[src/rtl/shiftreg_ctrl.sv]
// rtl/shiftreg_ctrl.sv - FIFO-style controller for a long shift-register datapath
module shiftreg_ctrl #(
    parameter int DEPTH = 20000,
    parameter int CW    = 15
) (
    input  logic          clk,
    input  logic          rst,
    input  logic          in_valid,
    output logic          in_ready,
    input  logic [7:0]    in_data,
    output logic          out_valid,
    input  logic          out_ready,
    output logic [7:0]    out_data,
    input  logic          flush,
    output logic          sr_shift,
    output logic [7:0]    sr_din,
    input  logic [7:0]    sr_dout,
    output logic [CW-1:0] fill_count,
    output logic [1:0]    state
);

    typedef enum logic [1:0] {
        S_EMPTY = 2'd0,
        S_FILL  = 2'd1,
        S_FULL  = 2'd2,
        S_DRAIN = 2'd3
    } state_t;

    localparam logic [CW-1:0] DEPTH_C = CW'(DEPTH);
    localparam logic [CW-1:0] LAST_C  = CW'(DEPTH - 1);

    state_t        state_q;
    logic [CW-1:0] vcnt_q;
    logic [CW-1:0] lead_q;
    logic          accept;

    always_comb begin
        in_ready  = 1'b0;
        out_valid = 1'b0;
        out_data  = 8'h00;
        sr_shift  = 1'b0;
        sr_din    = 8'h00;
        accept    = 1'b0;
        if (!rst) begin
            case (state_q)
                S_EMPTY, S_FILL: begin
                    in_ready = 1'b1;
                    sr_din   = in_data;
                    sr_shift = in_valid;
                    accept   = in_valid;
                end
                S_FULL: begin
                    // Input and output move together; the incoming word pushes the oldest out.
                    in_ready  = out_ready;
                    out_valid = in_valid;
                    out_data  = in_valid ? sr_dout : 8'h00;
                    sr_din    = in_data;
                    sr_shift  = in_valid && out_ready;
                end
                default: begin
                    if (lead_q != LAST_C) begin
                        sr_shift = 1'b1;
                    end else begin
                        out_valid = 1'b1;
                        out_data  = sr_dout;
                        sr_shift  = out_ready;
                    end
                end
            endcase
        end
    end

    always_ff @(posedge clk) begin
        if (rst) begin
            state_q <= S_EMPTY;
            vcnt_q  <= '0;
            lead_q  <= '0;
        end else begin
            case (state_q)
                S_EMPTY, S_FILL: begin
                    if (accept) begin
                        vcnt_q <= vcnt_q + CW'(1);
                        lead_q <= vcnt_q;
                    end
                    if (flush && state_q == S_FILL) begin
                        state_q <= S_DRAIN;
                    end else if (accept && (vcnt_q + CW'(1) == DEPTH_C)) begin
                        state_q <= S_FULL;
                    end else if (accept) begin
                        state_q <= S_FILL;
                    end
                end
                S_FULL: begin
                    if (flush) begin
                        state_q <= S_DRAIN;
                    end
                end
                default: begin
                    // Bubble-shift the oldest word to the last stage before presenting it.
                    if (lead_q != LAST_C) begin
                        lead_q <= lead_q + CW'(1);
                    end else if (out_ready) begin
                        vcnt_q <= vcnt_q - CW'(1);
                        if (vcnt_q == CW'(1)) begin
                            state_q <= S_EMPTY;
                            lead_q  <= '0;
                        end
                    end
                end
            endcase
        end
    end

    assign fill_count = vcnt_q;
    assign state      = state_q;

endmodule

[config.mk]
export PLATFORM = sky130hd
export DESIGN_NAME = shiftreg_ctrl
export DESIGN_NICKNAME = d
export VERILOG_FILES = /design/src/rtl/shiftreg_ctrl.sv
export SDC_FILE = /design/constraint.sdc
export NUM_CORES = 1
export LEC_CHECK = 0
export CAP_MARGIN = 20
export CORE_MARGIN = 2
export CORE_UTILIZATION = 30
export DETAILED_ROUTE_END_ITERATION = 10
export GPL_TIMING_DRIVEN = 0
export SYNTH_ARGS = -nofsm -noshare
export SYNTH_HDL_FRONTEND = slang
export SYNTH_SLANG_ARGS = --single-unit
[constraint.sdc]
create_clock -name clk -period 7 [get_ports clk]
set_input_delay 1.05 -clock clk [delete_from_list [all_inputs] [get_ports clk]]
set_output_delay 1.05 -clock clk [all_outputs]
set_load 0.01 [all_outputs]
**Word-level counts from Yosys, hierarchy flattened**

Index checks and enable logic that the tools add are counted.

- $add $sub $neg: 3
- Equal/unequal tests: 10
- Mux-type cells: 33
- Bitwise operators: 1
- Reduce and logical (&&, ||, !) cells: 14

Operators by type and width:

| cell | number |
|---|---|
| $mux 15 | 7 |
| $pmux 15 s2 | 2 |
| $mux 8 | 5 |
| $add 15x1->15 const B | 2 |
| $pmux 8 s2 | 1 |
| $eq 15x1->1 const B | 1 |
| $eq 15x15->1 const B | 1 |
| $ne 15x15->1 const B | 1 |
| $sub 15x1->15 const B | 1 |
| $mux 2 | 7 |
| $reduce_bool 3->1 | 4 |
| $reduce_and 4->1 | 2 |
| $mux 1 | 7 |
| $pmux 1 s2 | 3 |
| $reduce_and 5->1 | 1 |
| $ne 2x2->1 const B | 2 |
| $ne 4x4->1 const B | 1 |
| $pmux 2 s2 | 1 |
| $logic_and 1x1->1 | 3 |
| $ne 3x1->1 const B | 1 |
| $reduce_or 3->1 | 1 |
| $eq 2x1->1 const B | 1 |
| $eq 2x2->1 const B | 1 |
| $logic_not 2->1 | 1 |
| other kinds (4) | 4 |

- Register bits after elaboration: 32
- Input bits: 21
- Output and inout port bits: 36
- Logic and storage cells: 64

**Longest topological paths before layout**

- Word-level depth: 8
- Mapped depth: 9
- Gate-level depth less buffers: 7

**Least setup slack after synthesis**

OpenSTA, ideal clock, no wires.

- Path type: input to output
- Start: input rst
- End: output in_ready
- Data arrival time: 1.999 ns
- Path slack: 3.951 ns
- Cell stages on the path: 4
- Path buffers: 3
- Cells stage by stage: clkbuf_1 clkbuf_1 clkbuf_1 a211oi_1

- Word-level cells in the longest chain between the ends: 1

Ends and longest elaborated chain:

| item | RTL line | source |
|---|---|---|
| start, declared | 7 | `input logic rst,` |
| $mux 1 | 44 | `if (!rst) begin` |
| end, declared | 9 | `output logic in_ready,` |

No other way between the ends.

**Worst setup path after layout**

- Start: register lead_q[5]
- End: output out_data[3]

- Word-level cells in the longest chain between the ends: 4

Ends and longest elaborated chain:

| item | RTL line | source |
|---|---|---|
| start, declared | 34 | `logic [CW-1:0] lead_q;` |
| start signal, assigned | 83 | `lead_q <= vcnt_q;` |
| start signal, assigned | 101 | `lead_q <= lead_q + CW'(1);` |
| $ne 15x15->1 | 61 | `if (lead_q != LAST_C) begin` |
| $mux 8 | 61 |  |
| $pmux 8 s2 | 45 | `case (state_q)` |
| $mux 8 | 44 |  |
| end, declared | 13 | `output logic [7:0] out_data,` |

No other way between the ends.

==> run_results.csv <==
group,metric,value,unit
yosys,synth_top_area_cell,"dfxtp_1",
grt,grt_usage,0.204,
cts,clkSlewWorstSetupHoldPaths,0.07,ns
drt,wl_met1,4.31,mm
worst_setup_path,crit_cells,7,
sta,clock_skew,0.0116,ns
yosys,synth-edff-count,0,
power_and_ir_drop,p_per_area,161,nW/µm²
power_and_ir_drop,combPwrFrac,0.354,
floorplan,rows,34,
sta,rsz0062_at_grt,"false",
worst_setup_path,arrival,3.05,ns
yosys,synth_area_per_cell,7.42,µm²
worst_setup_path,path_max_fanout,10,
drt,wl,9.84,mm
grt,grt_max_degree,11,
drt,first_pass_iters,5,
power_and_ir_drop,power.net_switching,0.203,mW
drt,route.detailed.drc,0,
worst_setup_path,r2r_cells,7,
yosys,synth_most_common_cell,"a21oi_1",
yosys,synth_common_cells,"a21oi_1 (33), dfxtp_1 (32), clkbuf_1 (28)",
yosys,synth-seq-cells,32,
yosys,synth_area_leaders,"dfxtp_1 (24%), a21oi_1 (6.2%), and2_1 (4.4%), clkbuf_1 (3.9%), nor2_1 (3.5%)",
cells_and_area,drive_above_1_share,0.0638,
worst_setup_path,critPathLaunch,"lead_q[5]$_SDFFE_PP0P_",
worst_setup_path,cp-start-kind,"register",
job,drv_cap,0,
cells_and_area,antenna_cells,0,
worst_setup_path,crit_type,"register to output port",
drt,vias,3237,
drt,route.met3.wl,1.00,mm
status,status,"finished clean",
drt,wl_per_cell,18.5,µm
grt,grt_pass1_wl,15.9,mm
cells_and_area,syn_to_final_growth,28.6,%
drt,vias_per_cell,6.10,
power_and_ir_drop,design_power_total,0.554,mW
hold_path,min_path_cells,2,
cells_and_area,fillerInstances,923,
power_and_ir_drop,ir_drop,0.0000784,V
floorplan,die_w,98.5,µm
power_and_ir_drop,p_leak,1.04,nW
yosys,synth_ff_type,"dfxtp_1",
cts,cts_resized,0,
sta,final-max-slew-violation-count,0,
drt,wl_met2,4.34,mm
power_and_ir_drop,p_int,0.351,mW
worst_setup_path,crit_chain,"buf_6 -> or4b_4 -> nor4_2 -> mux2i_1 -> nor2_1 -> and2_1 -> clkdlybuf4s50_1",
cts,clk_latency,0.30,ns
worst_setup_path,crit_required,5.95,ns
cts,cts_hold_buffers,0,
worst_setup_path,reg2reg_to,"lead_q[8]$_SDFFE_PP0P_",
drt,highest_layer,"met4",
drt,ant_nets,0,
sta,fin_tns_setup,0,ns
grt,grt_pass1_vias,3043,
cts,cts_made_buffers,5,
place,portBuffers,54,
cts,cts.path.max_buffers,2,
floorplan,initial_core_util,0.309,
power_and_ir_drop,clockPowerShare,0.284,
worst_setup_path,cp_top_family,"simple AND/OR/NAND/NOR gates",
cts,post_cts_buffers,0,
floorplan,die_h,98.5,µm
yosys,async_flop_share,0,
hold_path,hold_class,"register to register",
sta,post-route-period-util,0.586,
worst_setup_path,crit_path_end_kind,"output port",
yosys,synth_fp_nets,386,
yosys,synth_cell_types,64,
sta,worstMarginPinSlew,0.755,ns
cells_and_area,final_cells,531,
worst_setup_path,r2r_slack,4.18,ns
floorplan,die-area,9700,µm²
worst_setup_path,path_buf_inv,2,
place,dp_cells,523,
sta,setup_viol,0,
yosys,netlist_area,2680,µm²
sta,max_slew_margin,0.495,
worst_setup_path,crit_end,"out_data[3]",
sta,finalCriticalPeriod,4.10,ns
cts,cts-root-buf,"clkbuf_8",
power_and_ir_drop,sw_frac_of_total,0.366,
grt,grt_overflow_total,0,
worst_setup_path,r2r-start,"state[1]$_SDFFE_PP0P_",
worst_setup_path,cp_slowest_cell,"or4b_4",
yosys,synth_cells,361,
sta,final_hold_viol_count,0,
place,gp_congestion,0.891,
floorplan,coreArea,8680,µm²
worst_setup_path,critPathMaxStageDelay,0.55,ns
yosys,netlist.area_leader.share,0.239,
cts,htree_levels,2,
yosys,ys_seq_area_frac,0.239,
floorplan,ios,57,
sta,clock.fmax,0.244,GHz
cts,cts_tree,"done",
place,hpwl,7.14,mm
cts,numClockSinks,32,
cells_and_area,nets,447,
grt,antenna_found_initial,0,
yosys,synth.yosys.warnings,0,
drt,first_iter_violations,339,
power_and_ir_drop,seqPwrFrac,0.363,
through the flow:
| step | setup slack [ns] | hold slack [ns] | instance area (µm²) | util |
|---|---|---|---|---|
| finish | 2.90 | 0.490 | 3440 | 0.397 |
| global placement | 2.90 | 0.476 | 3350 | 0.387 |
| CTS | 2.86 | 0.495 | 3440 | 0.397 |
| detailed placement | 2.92 | 0.483 | 3350 | 0.387 |
| floorplan | 3.95 | 0.457 | 2680 | - |
| global route | 2.69 | 0.513 | 3440 | 0.397 |
layout by cell type, fill, tap and decap left out, types with 7 or more instances in the layout:
cell,Yosys,final
nand4_1,11,11
nand3_1,17,17
nor2_1,25,25
nor4_1,7,7
a31oi_1,7,7
dfxtp_1,32,32
a21oi_1,33,33
and2_1,19,19
clkdlybuf4s50_1,0,54
clkbuf_1,28,30
o21ai_0,10,10
inv_1,7,7
nor3_1,17,17
nand2b_1,9,9
nand2_1,23,23
routing by layer:
| metal | global-route usage | vias up |
|---|---|---|
| met4 | 0.0727 | 0 |
| met3 | 0.0475 | 18 |
| met1 | 0.273 | 1511 |
| li1 | - | 1492 |
| met5 | 0 | - |
| met2 | 0.322 | 216 |
tightest hold or removal path, stage by stage, from the launching register on:
cell and delay, ns:
dfxtp_1 0.33, nand2_1 0.06, a21oi_1 0.05
worst min path at each step:
stage,startpoint,to,slack [ns]
6_report,lead_q[1]$_SDFFE_PP0P_,lead_q[1]$_SDFFE_PP0P_,0.49
5_1_grt,lead_q[1]$_SDFFE_PP0P_,lead_q[1]$_SDFFE_PP0P_,0.51
4_1_cts,lead_q[1]$_SDFFE_PP0P_,lead_q[1]$_SDFFE_PP0P_,0.50
3_5_place_dp,lead_q[1]$_SDFFE_PP0P_,lead_q[1]$_SDFFE_PP0P_,0.48
3_3_place_gp,lead_q[1]$_SDFFE_PP0P_,lead_q[1]$_SDFFE_PP0P_,0.48
2_1_floorplan,lead_q[1]$_SDFFE_PP0P_,lead_q[1]$_SDFFE_PP0P_,0.46
sequential cells by signal, indices dropped and copies added (netlist names):
signal and count:
state 2, lead_q 15, fill_count 15
cells by family (layout without fill, tap and decap cells):
| logic type | after synthesis | count (layout) | share of synthesized area |
|---|---|---|---|
| AOI/OAI and AO/OA | 112 | 112 | 0.299 |
| buffers and inverters | 41 | 103 | 0.0668 |
| muxes | 4 | 4 | 0.0149 |
| and+or+nand+nor | 162 | 162 | 0.342 |
| DFF | 32 | 32 | 0.239 |
| xor gates and xnor gates | 6 | 6 | 0.0196 |
| adders and majority gates | 4 | 4 | 0.0187 |
power by group through the flow:
stage          Combinational, mW  Sequential, mW  Clock, mW
3_3_place_gp               0.190           0.205          0
2_1_floorplan              0.118           0.206          0
4_1_cts                    0.192           0.201      0.160
6_report                   0.196           0.201      0.157
5_1_grt                    0.211           0.202      0.168
3_5_place_dp               0.191           0.205          0
final cells by class:
cell class / count / area (µm²) / share of cell area
buffer: 34 / 153 / 0.0443
clock buffer: 8 / 90.1 / 0.0262
inverter: 7 / 26.3 / 0.00763
multi-input combinational: 288 / 1860 / 0.540
sequential: 32 / 641 / 0.186
tap: 108 / 135 / 0.0392
timing repair buffer: 54 / 541 / 0.157
No activity file was read; power rests on OpenSTA's default activity.
==> RTL change 1: new RTL, same flow settings <==
Set the parameter `DEPTH` to 10000 (it was 20000).
--- a/src/rtl/shiftreg_ctrl.sv
+++ b/src/rtl/shiftreg_ctrl.sv
@@ -2,3 +2,3 @@
 module shiftreg_ctrl #(
-    parameter int DEPTH = 20000,
+    parameter int DEPTH = 10000,
     parameter int CW    = 15
Function: same outputs for any inputs over 10 cycles, from zero or initial values and one cycle with rst high; that may be too few to reach the edited logic, so the function may still have changed.
==> RTL change 1 against the unedited design <==
  * Critical path depth shrank 1
  * Setup slack worse by 0.13 ns
  * Power grew 3.4%
  * Global-route usage fell by 0.98 points
  * Design area grew 9.3%
  * Synthesized area grew 9.7%
  * Routed wire length up 7.3%
  * Sequential cell count unchanged
  * Highest routed layer unchanged
==> RTL change 1: results (changes against the unedited design) <==
placed_cell_area_mm2: 0.00366  # was 0.00335 mm^2
avgSynthCellArea_um2: 7.54  # was 7.42 um^2
grt_pass1_wl_mm: 16.0  # was 15.9 mm
io_buffers: 55  # was 54
ys_top_cells_by_count: "a21oi_1, dfxtp_1, nor2_1"  # was a21oi_1, dfxtp_1, clkbuf_1
crit_family: "buffers and inverters"  # was simple AND/OR/NAND/NOR gates
grt_pass1_vias: 2945  # was 3043
worstMarginPinSlew_ns: 0.907  # was 0.755 ns
gp_congestion: 0.916  # was 0.891
routed_via_density: 5.70  # was 6.10
synth_fp_nets: 415  # was 386
yosys-top-cells-area: "dfxtp_1, a21oi_1, and2_1"  # unchanged
htreeDepth: 2  # unchanged
yosysSeqAreaShare_pct: 21.8  # was 23.9%
nets: 477  # was 447
dp.cells: 578  # was 523
place_hpwl_mm: 7.64  # was 7.14 mm
cell_internal_pwr_mw: 0.376  # was 0.351 mW
num-fill-cells: 1044  # was 923
drive_gt1_share_pct: 11.0  # was 6.38%
firstDrtPassIters: 7  # was 5
peakVddDrop_v: 0.0000766  # was 0.0000784 V
final.setup_skew_ns: 0.0102  # was 0.0116 ns
status: "finished clean"  # unchanged
cp.arrival_ns: 3.18  # was 3.05 ns
wire_per_inst_um: 18.0  # was 18.5 um
pre_cts_ws_ns: 2.75  # was 2.92 ns
ys_types: 69  # was 64
## RTL change 1: changes by cell type in the layout (fill, tap and decap cells not counted), sizes merged, moves of 6 or more
cell,change
clkbuf,-15
a211oi,-6
buf,+14
or3,+10
inv,+6
o31ai,+6
## RTL change 1: logic make-up (layout without fill, tap and decap cells)
logic type / count (synthesis) / after routing / share of synthesized area, %
xor gates and xnor gates: 9 / 9 / 2.68
adders and majority gates: 4 / 4 / 1.70
DFF: 32 / 32 / 21.8
and+or+nand+nor: 185 / 185 / 35.8
muxes: 7 / 7 / 2.55
AOI/OAI and AO/OA: 104 / 104 / 25.1
buffers and inverters: 49 / 112 / 10.3
## RTL change 1: worst paths after layout
check	cells past startpoint	endpoint	startpoint	slack, ns
max	6	sr_shift	rst	2.77
min	2	lead_q[13]	lead_q[13]	0.54
max reg2reg	7	fill_count[14]	fill_count[1]	4.47
min reg2reg	2	lead_q[13]	lead_q[13]	0.54
## RTL change 1: cell type report
| cell class | count | area (um^2) | area share [%] |
|---|---|---|---|
| Buffer | 36 | 254 | 6.75 |
| Clock buffer | 6 | 72.6 | 1.93 |
| Clock inverter | 2 | 35.0 | 0.931 |
| Inverter | 13 | 48.8 | 1.30 |
| Multi-Input combinational cell | 309 | 2000 | 53.0 |
| Sequential cell | 32 | 641 | 17.0 |
| Tap cell | 133 | 166 | 4.42 |
| Timing Repair Buffer | 55 | 551 | 14.6 |
## RTL change 1: layer usage
metal  track usage (%)  vias to the layer above  part of all wire [%]
met5                 0                        -                     0
li1                  -                     1586                     -
met1              26.8                     1580                    44
met2              31.4                      153                    48
met4              5.06                        0                   2.2
met3              3.19                       23                   6.5
## RTL change 1: worst min-delay path, stage by stage, from the launching register on
cell and delay, ns:
dfxtp_1 0.35, o311ai_2 0.08, o31ai_1 0.06
## RTL change 1: power by group through the flow
| stage | Combinational (mW) | Sequential [mW] | Clock (mW) |
|---|---|---|---|
| 5_1_grt | 0.201 | 0.203 | 0.195 |
| 3_3_place_gp | 0.182 | 0.205 | 0 |
| 6_report | 0.188 | 0.201 | 0.184 |
| 4_1_cts | 0.184 | 0.201 | 0.187 |
| 3_5_place_dp | 0.183 | 0.205 | 0 |
| 2_1_floorplan | 0.112 | 0.205 | 0 |
==> RTL change 2: new RTL, config.mk and constraints unchanged <==
Without the edit above. Register the output `fill_count` once more, cleared by the reset; this adds one clock of latency there. The other outputs are not delayed to match.
--- a/src/rtl/shiftreg_ctrl.sv
+++ b/src/rtl/shiftreg_ctrl.sv
@@ -113,3 +113,9 @@
 
-    assign fill_count = vcnt_q;
+    always_ff @(posedge clk) begin
+        if (rst) begin
+            fill_count <= '0;
+        end else begin
+            fill_count <= vcnt_q;
+        end
+    end
     assign state      = state_q;
Formal check against the unedited RTL: not equivalent (Yosys sat finds a counterexample within 4 cycles, from zero or initial values and one cycle with rst high).
==> RTL change 2 against the unedited design <==
  * Sequential cell count increased by 15
  * Core utilization fell by 0.83 points
  * Non-clock buffer count shrank 1
  * Design area is 15% higher
  * Synthesized area is 16% higher
  * Routed wire length down 1.6%
  * Setup slack got worse by 0.043 ns
  * Critical path depth is the same
  * Power up 18%
==> RTL change 2: results (changes against the unedited design) <==
ys_types: 67  # was 64
grtUsageMet2_pct: 28.6  # was 32.2%
path_max_fanout: 9  # was 10
avgSynthCellArea_um2: 8.12  # was 7.42 um^2
wl_mm: 9.68  # was 9.84 mm
num-fill-cells: 1066  # was 923
rrSetupSlack_ns: 4.43  # was 4.18 ns
wl_met2_mm: 4.32  # was 4.34 mm
io_buffers: 56  # was 54
peakVddDrop_v: 0.0000873  # was 0.0000784 V
grt_max_degree: 17  # was 11
min_to: "lead_q[14]"  # was lead_q[1]
nets: 471  # was 447
status: "finished clean"  # unchanged
drt_iter0_drc: 208  # was 339
dr_total_vias: 3105  # was 3237
place_hpwl_mm: 7.25  # was 7.14 mm
hold_ws_ns: 0.527  # was 0.490 ns
p_leak_nw: 1.29  # was 1.04 nW
wire_per_inst_um: 16.6  # was 18.5 um
switching_share_pct: 30.3  # was 36.6%
cp-endpoint: "out_data[2]"  # was out_data[3]
yosys-top-cells-area: "dfxtp_1, nor2_1, xnor2_1"  # was dfxtp_1, a21oi_1, and2_1
final.setup_skew_ns: 0.0140  # was 0.0116 ns
period_minus_slack_ns: 4.14  # was 4.10 ns
synth_fp_nets: 408  # was 386
crit_slowest_cell: "clkdlybuf4s50_1"  # was or4b_4
holdCritStartpoint: "lead_q[14]"  # was lead_q[1]
## RTL change 2: power by group through the flow
stage | Combinational (mW) | Sequential, mW | Clock (mW)
final | 0.157 | 0.284 | 0.212
after global routing | 0.171 | 0.286 | 0.228
after CTS | 0.157 | 0.284 | 0.216
after detailed placement | 0.156 | 0.290 | 0
after global placement | 0.155 | 0.290 | 0
after floorplan | 0.0978 | 0.290 | 0
## RTL change 2: layout make-up
| type | count | area, um^2 | share of cell area [%] |
|---|---|---|---|
| plain buffers | 31 | 231 | 5.85 |
| clock buffers | 5 | 68.8 | 1.74 |
| clock inverters | 3 | 47.5 | 1.20 |
| inverters | 5 | 18.8 | 0.474 |
| multi-input cells | 300 | 1920 | 48.5 |
| flip-flops and latches | 47 | 941 | 23.8 |
| well taps | 136 | 170 | 4.30 |
| repair buffers | 56 | 561 | 14.2 |
## RTL change 2: cell families after synthesis
group / synth area share (%)
compound gates: 18.8
xor+xnor: 4.51
fa+ha+maj: 1.61
buf+inv: 8.05
flops: 30.2
mux: 1.37
simple gates: 35.4
